==> config.mk <==
export PLATFORM = sky130hd
export DESIGN_NAME = pattern_serializer
export DESIGN_NICKNAME = d
export VERILOG_FILES = /design/src/rtl/fsm_pkg.sv /design/src/rtl/pattern_serializer.sv
export SDC_FILE = /design/constraint.sdc
export NUM_CORES = 1
export LEC_CHECK = 0
export CAP_MARGIN = 20
export CORE_MARGIN = 5
export CORE_UTILIZATION = 47
export DETAILED_ROUTE_END_ITERATION = 12
export HOLD_SLACK_MARGIN = 0.15
export PLACE_DENSITY = 0.8
export SLEW_MARGIN = 25
export SYNTH_ARGS = -nofsm -noshare
export SYNTH_HDL_FRONTEND = slang
export SYNTH_SLANG_ARGS = --single-unit
==> constraint.sdc <==
create_clock -name clk -period 1.75 [get_ports clk]
set_input_delay 0.175 -clock clk [delete_from_list [all_inputs] [get_ports clk]]
set_output_delay 0.175 -clock clk [all_outputs]
set_load 0.05 [all_outputs]
==> src/rtl/fsm_pkg.sv <==
// Shared definitions for the pattern serializer and the sequence-detector benches:
// state encoding, default geometry and the canonical "101" test pattern.
package fsm_pkg;

    typedef enum logic [1:0] {
        IDLE = 2'b00,
        SEND = 2'b01,
        GAP  = 2'b10,
        DONE = 2'b11
    } state_e;

    localparam int WIDTH_DEF = 3;
    localparam int CNT_W_DEF = 4;
    localparam int GAP_W_DEF = 2;

    localparam logic [2:0] DETECT_101 = 3'b101;

endpackage

==> src/rtl/pattern_serializer.sv <==
// Serial pattern transmitter: shifts a latched WIDTH-bit word out MSB-first,
// repeat_n times, with an optional idle gap between repetitions.
module pattern_serializer
    import fsm_pkg::*;
#(
    parameter int WIDTH = WIDTH_DEF,
    parameter int CNT_W = CNT_W_DEF,
    parameter int GAP_W = GAP_W_DEF
) (
    input  logic             clk,
    input  logic             reset,
    input  logic             start,
    input  logic [WIDTH-1:0] pattern,
    input  logic [CNT_W-1:0] repeat_n,
    input  logic [GAP_W-1:0] gap,
    output logic             out,
    output logic             out_valid,
    output logic             busy,
    output logic             done
);

    localparam int IDX_W = (WIDTH > 1) ? $clog2(WIDTH) : 1;
    localparam logic [IDX_W-1:0] IDX_LAST = IDX_W'(WIDTH - 1);

    state_e           state_r, state_s;
    logic [WIDTH-1:0] pat_r, pat_s;
    logic [IDX_W-1:0] bit_idx_r, bit_idx_s;
    logic [CNT_W-1:0] rep_left_r, rep_left_s;
    logic [GAP_W-1:0] gap_r, gap_s;
    logic [GAP_W-1:0] gap_cnt_r, gap_cnt_s;
    logic             out_r, out_s;
    logic             out_valid_r, out_valid_s;
    logic             busy_r, busy_s;
    logic             done_r, done_s;

    // Next-state, counter and output decode; outputs derive from the next state so they can be registered.
    always_comb begin
        state_s    = state_r;
        pat_s      = pat_r;
        bit_idx_s  = bit_idx_r;
        rep_left_s = rep_left_r;
        gap_s      = gap_r;
        gap_cnt_s  = gap_cnt_r;

        case (state_r)
            IDLE: begin
                if (start) begin
                    pat_s      = pattern;
                    rep_left_s = repeat_n;
                    gap_s      = gap;
                    bit_idx_s  = IDX_LAST;
                    if (repeat_n == '0) begin
                        state_s = DONE;
                    end else begin
                        state_s = SEND;
                    end
                end else begin
                    state_s = IDLE;
                end
            end
            SEND: begin
                if (bit_idx_r == '0) begin
                    // rep_left is tested before decrementing so a maximal count never wraps
                    if (rep_left_r == CNT_W'(1)) begin
                        rep_left_s = '0;
                        state_s    = DONE;
                    end else begin
                        rep_left_s = rep_left_r - CNT_W'(1);
                        bit_idx_s  = IDX_LAST;
                        if (gap_r == '0) begin
                            state_s = SEND;
                        end else begin
                            gap_cnt_s = gap_r;
                            state_s   = GAP;
                        end
                    end
                end else begin
                    bit_idx_s = bit_idx_r - IDX_W'(1);
                end
            end
            GAP: begin
                if (gap_cnt_r <= GAP_W'(1)) begin
                    gap_cnt_s = '0;
                    bit_idx_s = IDX_LAST;
                    state_s   = SEND;
                end else begin
                    gap_cnt_s = gap_cnt_r - GAP_W'(1);
                end
            end
            DONE: begin
                state_s = IDLE;
            end
            default: begin
                state_s    = IDLE;
                pat_s      = '0;
                bit_idx_s  = '0;
                rep_left_s = '0;
                gap_s      = '0;
                gap_cnt_s  = '0;
            end
        endcase

        if (state_s == SEND) begin
            out_s       = pat_s[bit_idx_s];
            out_valid_s = 1'b1;
        end else begin
            out_s       = 1'b0;
            out_valid_s = 1'b0;
        end
        busy_s = (state_s != IDLE);
        done_s = (state_s == DONE);
    end

    // State, counters, latched inputs and registered outputs; reset aborts at once.
    always_ff @(posedge clk or posedge reset) begin
        if (reset) begin
            state_r     <= IDLE;
            pat_r       <= '0;
            bit_idx_r   <= '0;
            rep_left_r  <= '0;
            gap_r       <= '0;
            gap_cnt_r   <= '0;
            out_r       <= 1'b0;
            out_valid_r <= 1'b0;
            busy_r      <= 1'b0;
            done_r      <= 1'b0;
        end else begin
            state_r     <= state_s;
            pat_r       <= pat_s;
            bit_idx_r   <= bit_idx_s;
            rep_left_r  <= rep_left_s;
            gap_r       <= gap_s;
            gap_cnt_r   <= gap_cnt_s;
            out_r       <= out_s;
            out_valid_r <= out_valid_s;
            busy_r      <= busy_s;
            done_r      <= done_s;
        end
    end

    assign out       = out_r;
    assign out_valid = out_valid_r;
    assign busy      = busy_r;
    assign done      = done_r;

endmodule

# [Word level (Yosys, flattened, before mapping)]
# Cells that the tools add are included.
[classes] n_div=0 n_shift=0 n_addsub=3 n_mul=0 bitwise_logic=0 n_eq_ne=10 magnitude_cmp=2 muxes=27 n_reduce_logical=10
[ops] cell="2-bit 2-to-1 mux" count=14
[ops] cell="4-bit 2-to-1 mux" count=3
[ops] cell="2-bit != test, second input constant" count=4
[ops] cell="2-bit case mux with 4 select lines" count=1
[ops] cell="4-bit case mux with 2 select lines" count=1
[ops] cell="2-bit equality test, second input constant" count=3
[ops] cell="2-bit logical NOT" count=3
[ops] cell="3-bit 2-to-1 mux" count=2
[ops] cell="2-bit case mux with 3 select lines" count=1
[ops] cell="2-bit nonzero test" count=3
[ops] cell="2-bit by 1-bit equality test with 1-bit output, second input constant" count=2
[ops] cell="4-bit by 1-bit equality test with 1-bit output, second input constant" count=1
[ops] cell="4-bit logical NOT" count=1
[ops] cell="2-bit case mux with 2 select lines" count=1
[ops] cell="4-bit AND reduction" count=1
[ops] cell="2-bit by 1-bit subtractor with 2-bit output, second input constant" count=2
[ops] cell="4-bit by 1-bit subtractor with 4-bit output, second input constant" count=1
[ops] cell="2-bit by 3-bit less-than comparator with 1-bit output, second input constant" count=1
[ops] cell="1-bit 2-to-1 mux" count=3
[ops] cell="3-bit AND reduction" count=1
[ops] cell="1-bit binary-select mux with 2-bit select" count=1
[ops] cell="2-bit by 1-bit <= comparator with 1-bit output, second input constant" count=1
[ops] cell="2-bit AND reduction" count=1
[word_totals] inputBits=12 mem_count=0 ram_bits=0 rom_bits=0 latch_bits=0 ff_bits=19

# [Longest topological paths before layout]
# Gate-level depths: netlist of the first run.
[logic_depth] ltp_word=7 depth_mapped=6

# [Worst setup path before layout of the first run]
# Ideal clock, no wire load.
[synth_timing] path_type="flip-flop to flip-flop" startpoint="register state_r[1]" endpoint="register rep_left_r[1]" t_arrival_ns=1.537 required_time_ns=1.626 path_stages_with_launch=7 setup_time_ns=0.124 path_slack_ns=0.088 path_cell_list="dfrtp_1 buf_6 or4b_4 nor2b_4 buf_6 a211oi_2 a21oi_1"
[synth_between] elab_chain_len=3 word_cells_on_any_way=7
[synth_lines] item="from (decl)" line="pattern_serializer.sv:25" text="state_e state_r, state_s;"
[synth_lines] item="from (signal assigned)" line="pattern_serializer.sv:128" text="state_r <= state_s;"
[synth_lines] item="2-bit by 1-bit equality test with 1-bit output / 2-bit logical NOT (equally long branches)" line="pattern_serializer.sv:45" text="case (state_r)"
[synth_lines] item="2-bit != test (no source line) / 2-bit nonzero test (equally long branches)"
[synth_lines] item="3-bit AND reduction (no source line)"
[synth_lines] item="to (signal assigned)" line="pattern_serializer.sv:131" text="rep_left_r <= rep_left_s;"
[synth_lines] item="to (decl)" line="pattern_serializer.sv:28" text="logic [CNT_W-1:0] rep_left_r, rep_left_s;"
# Several ways; a longest one is shown, not always the timed one.
# A chain may end at the register's enable or synchronous reset.

# [Worst setup path after layout of the first run]
[layout_timing] startpoint="register rep_left_r[1]" endpoint="register out_r, in the netlist out"
[layout_between] elab_chain_len=7 word_cells_on_any_way=11
[layout_lines] item="4-bit by 1-bit equality test with 1-bit output" line="pattern_serializer.sv:64" text="if (rep_left_r == CNT_W'(1)) begin"
[layout_lines] item="2-bit 2-to-1 mux" line="pattern_serializer.sv:64"
[layout_lines] item="2-bit 2-to-1 mux" line="pattern_serializer.sv:62" text="if (bit_idx_r == '0) begin"
[layout_lines] item="2-bit case mux with 3 select lines" line="pattern_serializer.sv:45"
[layout_lines] item="via bit_idx_s[1]" line="pattern_serializer.sv:27" text="logic [IDX_W-1:0] bit_idx_r, bit_idx_s;"
[layout_lines] item="1-bit binary-select mux with 2-bit select" line="pattern_serializer.sv:104" text="out_s = pat_s[bit_idx_s];"
[layout_lines] item="1-bit 2-to-1 mux (not written as such)" line="pattern_serializer.sv:104"
[layout_lines] item="1-bit 2-to-1 mux" line="pattern_serializer.sv:103" text="if (state_s == SEND) begin"
[layout_lines] item="via out_s" line="pattern_serializer.sv:31" text="logic out_r, out_s;"
[layout_lines] item="to (signal assigned)" line="pattern_serializer.sv:134" text="out_r <= out_s;"
[layout_lines] item="to (decl)" line="pattern_serializer.sv:31"
# The timed path passes the listed nets, and every way through them passes these cells. The select of a mux whose other input is x is not followed.

==> results of run 1 <==
[power groups by stage]
stage / clock network [mW] / registers (mW) / logic, mW
after floorplan: 0 / 0.932 / 1.07
after global placement: 0 / 0.840 / 1.48
after detailed placement: 0 / 0.867 / 1.54
after CTS: 0.227 / 0.856 / 1.56
after global routing: 0.249 / 0.895 / 1.85
final: 0.221 / 0.863 / 1.70
[layer usage]
| layer | part of all wire (%) | up-vias | track usage (%) |
|---|---|---|---|
| met3 | 2.6 | 8 | 2.45 |
| met4 | 3.1 | 0 | 9.93 |
| li1 | - | 413 | - |
| met2 | 56 | 19 | 26.3 |
| met1 | 39 | 429 | 16.0 |
| met5 | 0 | - | 0 |
[placed cells by master (no fill, tap or decap), types with 2 or more instances in the layout]
cell type and count:
inv_1 9, a22oi_1 2, dfrtp_1 19, a31oi_1 2
nand2_1 5, o21ai_0 5, clkdlybuf4s50_1 15, a21oi_1 5
buf_4 12, clkbuf_4 3, nand3_1 2, nor4_1 2
a221oi_2 2, mux2_2 5, or2_2 3, or2b_1 2
nor2_1 8
[area by class of cell]
cell class                      count  share of cell area, %
Clock buffer                        3                   1.65
Clock inverter                      1                  0.368
Inverter                            9                   2.48
Multi-Input combinational cell     67                   40.3
Sequential cell                    19                   34.9
Tap cell                           28                   2.57
Timing Repair Buffer               27                   17.6
[sequential cells by signal, indices dropped and copies added (netlist names)]
signal and cells:
out_valid 1, gap_r 2, gap_cnt_r 2, busy 1, done 1, pat_r 3, bit_idx_r 2, out 1
state_r 2, rep_left_r 4
[cell usage after synthesis]
cell type	instances
a211oi_1	1
a211oi_2	1
a21oi_1	5
a221oi_2	2
a22oi_1	2
a31oi_1	3
a32o_1	1
a32oi_1	1
and4_4	1
buf_2	1
buf_6	3
dfrtp_1	19
ha_1	2
inv_1	9
mux2_2	5
nand2_1	5
nand2b_1	2
nand3_1	2
nand4bb_1	1
nor2_1	9
nor2b_1	1
nor2b_4	1
nor3b_1	1
nor3b_2	1
nor3b_4	1
nor4_1	2
o21a_1	1
o21ai_0	6
o221ai_1	1
o41ai_4	1
or2_2	3
or2b_1	2
or3b_2	1
or4b_1	1
or4b_4	1
[per-stage QoR]
stage	TNS [ns]	total power, mW	hold WS (ns)	util [%]
2_1_floorplan	0	2.00	0.126	-
3_3_place_gp	0	2.32	0.487	58.8
3_5_place_dp	-0.00877	2.40	0.503	58.8
4_1_cts	0	2.64	0.179	60.3
5_1_grt	-0.150	3.00	0.195	62.1
6_report	0	2.78	0.181	62.1
[cell families (layout without fill, tap and decap cells)]
| logic type | count (synthesis) | after routing | share of synthesized area (%) |
|---|---|---|---|
| adder cells (fa/ha/maj) | 2 | 2 | 2.35 |
| flip-flops | 19 | 19 | 44.6 |
| AND/OR/NAND/NOR | 35 | 35 | 22.1 |
| multiplexers | 5 | 5 | 5.28 |
| buffers and inverters | 13 | 40 | 6.81 |
| AO/OA/AOI/OAI | 25 | 25 | 18.9 |
[repair_timing]
| item | CTS | global route |
|---|---|---|
| pin swaps | 0 | 1 |
| resized for setup | 1 | 7 |
| buffers inserted | 0 | 2 |
| hold endpoints to repair | 0 | 0 |
| hold buffers | 0 | 0 |
| setup endpoints to repair | 1 | 2 |
[path summary, 6_finish.rpt]
check | to | slack [ns]
max in group asynchronous | busy | 1.37
worst max-delay path | out | 0.08
worst min-delay path | gap_cnt_r[1] | 0.18
worst max register to register | out | 0.08
worst min register to register | pat_r[2] | 0.52
min in group clk | pat_r[1] | 0.48
[worst max-delay path, stage by stage (launching register included)]
cell	delay, ns
dfrtp_1	0.40
inv_1	0.08
ha_2	0.17
nor3b_2	0.25
o21ai_1	0.12
or2_2	0.33
a221oi_2	0.24
==> qor.txt, run 1 <==
Period utilization: 95.4%
Core outline area: 0.00219 mm2
Sequential power share: 31.0%
Vias: 869
Worst setup margin: 0.0803 ns
Register area: 475 um2
Yosys top cell area share: 44.6%
Detailed Route WL: 2.31 mm
Pre-antenna DRT Iters: 4
CTS sink cnt: 19
Worst-path clk slew: 0.11 ns
Placed cell area: 0.00129 mm2
Relative slew slack: 66.6%
RSZ-0062 raised after global routing: yes
Chip height: 57.6 um
Global-route wire length before repair: 3.85 mm
Number of library cell types mapped by synthesis: 35
Sw Share: 44.5%
Initial Util: 48.7%
Worst r2r path cells: 6
Yosys warns: 0
Gr ovfl total: 0
Diode count: 0
Sequential fraction of the synthesis area: 44.6%
Hold Vio Cnt, Final: 0
Critical path peak fanout: 3
Synth top area cells: dfrtp_1, mux2_2, inv_1, nor2_1, buf_6
Clock Skews: 0.00392 ns
Crit path arrival time: 1.89 ns
CP Launch Type: register
Synth area leader: dfrtp_1
Reg2Reg Launch Point: rep_left_r[1]
# rows: 17
Die ar.: 0.00332 mm2
Setup WS pre-CTS: -0.00877 ns
Worst slew pin tran: 0.499 ns
FF+latch count, synth: 19
Buffers on Ports: 15
Critical path origin: rep_left_r[1]
Maximum number of pins on one net before global-route repair: 20
Syn Nets: 113
GP Congestion: 0.768
CTS tree: built
Layout cell share with drive strength beyond 1: 31.0%
Initial drt markers: 17
Die width: 57.6 um
Clk pwr share: 7.9%
Fillers: 149
Final nets: 141
DRC violation count after routing: 0
Status: complete, no violations
Int Power: 1.55 mW
H-tree levels: 1
Comb power frac: 61.1%
Dpl hpwl: 1.73 mm
Switching Power: 1.24 mW
Non-Filler Instances: 154
Max cap viols: 0
Leak: 0.598 nW
Ports: 16
CTS Root Cell: clkbuf_4
Cells after Synth: 99
Post-synthesis cell area: 0.00107 mm2
Critical path class: reg -> reg
Worst path required time: 1.97 ns
Vias per cell: 5.64
Peak VDD IR: 0.917 mV
Clk_lat worst skew: 0.30 ns
Mean routed wirelength per cell: 15.0 um
Average size of a mapped cell: 10.8 um2
Finished layout cell area: 0.00136 mm2
Layout area overhead: 27.7%
Post-route ant nets: 0
Multi-input logic area: 549 um2
Setup-failing EPs final: 0
Max-slew violations: 0
GRT Util Overall: 14.8%
Num CTS Buffers: 3
Worst hold path class: in -> async
Clock Path Buffers: 2
Power Density: 2050 mW/mm2
Max Clock Freq: 0.599 GHz
Placed Instances: 148
Critical path capture point type: register
Period minus WS final: 1.67 ns
Initial antenna violation count: 0
Vias in the first global route: 916
Note: power is estimated with default switching activity, not from simulation.
==> inputs of run 2 (changes only) <==
Settings changed: SETUP_SLACK_MARGIN from default to 0.02.
==> run 2 against run 1 <==
Effect of this change:
- sequential share of layout area fell by 0.51 points
- routed wire length rose by 5.9%
- first-iteration DRC count rose by 18%
- via count rose by 3.2%
- largest cell class unchanged
==> qor.txt, run 2 (synthesized netlist as in run 1, its figures left out) <==
Status: complete, no violations
Worst hold path class: in -> async
Post-route ant nets: 0
CTS Hold Bufs: 0
CP max stage delay: 0.44 ns
Diode count: 0
Dpl hpwl: 1.73 mm
Clk_lat worst skew: 0.30 ns
Global-route wire length before repair: 4.00 mm
Num CTS Buffers: 3
Sequential power share: 30.7%
Final nets: 141
Clock Path Buffers: 2
Critical path's slowest cell: dfrtp_1
Setup-failing EPs final: 0
Chip height: 57.6 um
H-tree levels: 1
Initial Util: 48.7%
# rows: 17
Crit path max-delay family: compound AO/OA/AOI/OAI gates
Initial antenna violation count: 0
Max-slew violations: 0
Most common cell after layout, fill and taps aside: dfrtp_1
Mean routed wirelength per cell: 15.9 um
Hold Vio Cnt, Final: 0
CP Launch Type: register
Non-Filler Instances: 154
Switching Power: 1.31 mW
CTS Root Cell: clkbuf_4
Clk pwr share: 7.9%
Buffers and inverters on the worst path: 1
Ports: 16
GRT Util Overall: 15.5%
Sw Share: 45.5%
Final core occ: 63.0%
Fillers: 152
Worst-path clk slew: 0.11 ns
Leak: 0.600 nW
Int Power: 1.56 mW
Maximum number of pins on one net before global-route repair: 20
Buffers on Ports: 15
Vias: 897
CTS sink cnt: 19
Peak VDD IR: 0.969 mV
Crit path arrival time: 1.88 ns
DRC violation count after routing: 0
Max Clock Freq: 0.597 GHz
Worst path required time: 1.96 ns
Critical path class: reg -> reg
Pre-antenna DRT Iters: 4
Vias in the first global route: 927
RSZ-0062 raised after global routing: yes
Detailed Route WL: 2.45 mm
Vias per cell: 5.82
GP Congestion: 0.768
Period minus WS final: 1.67 ns
Clock Skews: 0.00388 ns
Crit-path cells: ha_4 > nor3b_4 > buf_4 > o41ai_4 > nand2_1 > a32o_1
Die ar.: 0.00332 mm2
Period utilization: 95.6%
Worst slew pin tran: 0.499 ns
Initial drt markers: 20
Core outline area: 0.00219 mm2
Power Density: 2070 mW/mm2
CTS tree: built
Final total power: 2.87 mW
Most frequent cells in the layout: dfrtp_1, clkdlybuf4s50_1, buf_4
Layout area overhead: 29.6%
Max cap viols: 0
Critical path peak fanout: 3
Die width: 57.6 um
Reg with most FFs: rep_left_r
Post-route setup TNS: 0 ns
Placed Instances: 148
Critical path capture point type: register
Relative slew slack: 66.6%
Gr ovfl total: 0
Layout cell share with drive strength beyond 1: 32.5%
Max reg flops: 4
Largest registers: rep_left_r (4), pat_r (3)
Comb power frac: 61.4%
run 2: changes by cell type in the layout (fill, tap and decap cells not counted):
cell / previous run / this run
a21oi_1: 5 / 4
a21oi_2: 0 / 1
ha_2: 1 / 0
ha_4: 0 / 1
inv_1: 9 / 8
inv_2: 0 / 1
nand2b_1: 1 / 2
nand2b_2: 1 / 0
nor2_1: 8 / 7
nor2_2: 1 / 2
nor3b_2: 1 / 0
nor3b_4: 1 / 2
run 2: path summary, 6_finish.rpt:
check / end / from / slack (ns) / depth (start not counted)
worst min-delay path: state_r[0] / reset / 0.18 / 3
min in group clk: pat_r[1] / pattern[1] / 0.48 / 2
max in group asynchronous: rep_left_r[1] / reset / 1.37 / 3
worst max register to register: gap_cnt_r[1] / rep_left_r[0] / 0.08 / 6
worst max-delay path: gap_cnt_r[1] / rep_left_r[0] / 0.08 / 6
worst min register to register: pat_r[2] / pat_r[2] / 0.52 / 1
run 2: worst reg2reg max path: stages, from the launching register on:
cell     delay [ns]
dfrtp_1        0.44
ha_4           0.18
nor3b_4        0.15
buf_4          0.15
o41ai_4        0.36
nand2_1        0.10
a32o_1         0.21
run 2: what timing repair did:
| action | 4_1_cts | 5_1_grt |
|---|---|---|
| endpoints found under the setup margin | 1 | 3 |
| pin swaps | 0 | 3 |
| buffers inserted | 0 | 2 |
| gates resized for setup | 2 | 10 |
run 2: per-layer routing:
metal	vias to the layer above	part of all wire, %	track usage, %
li1	417	-	-
met1	449	38	17.1
met2	21	55	26.5
met3	10	3.2	2.67
met4	0	3.6	11.6
met5	-	0	0
run 2: power groups by stage:
stage | combinational, mW | sequential, mW | clock, mW
3_5_place_dp | 1.54 | 0.867 | 0
3_3_place_gp | 1.48 | 0.840 | 0
4_1_cts | 1.58 | 0.856 | 0.227
6_report | 1.76 | 0.879 | 0.227
2_1_floorplan | 1.07 | 0.932 | 0
5_1_grt | 1.90 | 0.912 | 0.253
run 2: final cells by class:
class	instances	area, um2	share of cell area, %
multi-input cells	67	569	41.2
flip-flops and latches	19	475	34.4
repair buffers	27	240	17.4
well taps	28	35.0	2.54
inverters	9	33.8	2.45
clock buffers	3	22.5	1.63
clock inverters	1	5.00	0.362
run 2: per-stage QoR:
step | hold WS (ns) | area (um2) | setup slack (ns)
final | 0.177 | 1380 | 0.0763
after CTS | 0.179 | 1330 | 0.0475
after global routing | 0.197 | 1380 | -0.0117
after floorplan | 0.126 | 1070 | 0.0882
after detailed placement | 0.503 | 1290 | -0.00877
after global placement | 0.487 | 1290 | 0.0517
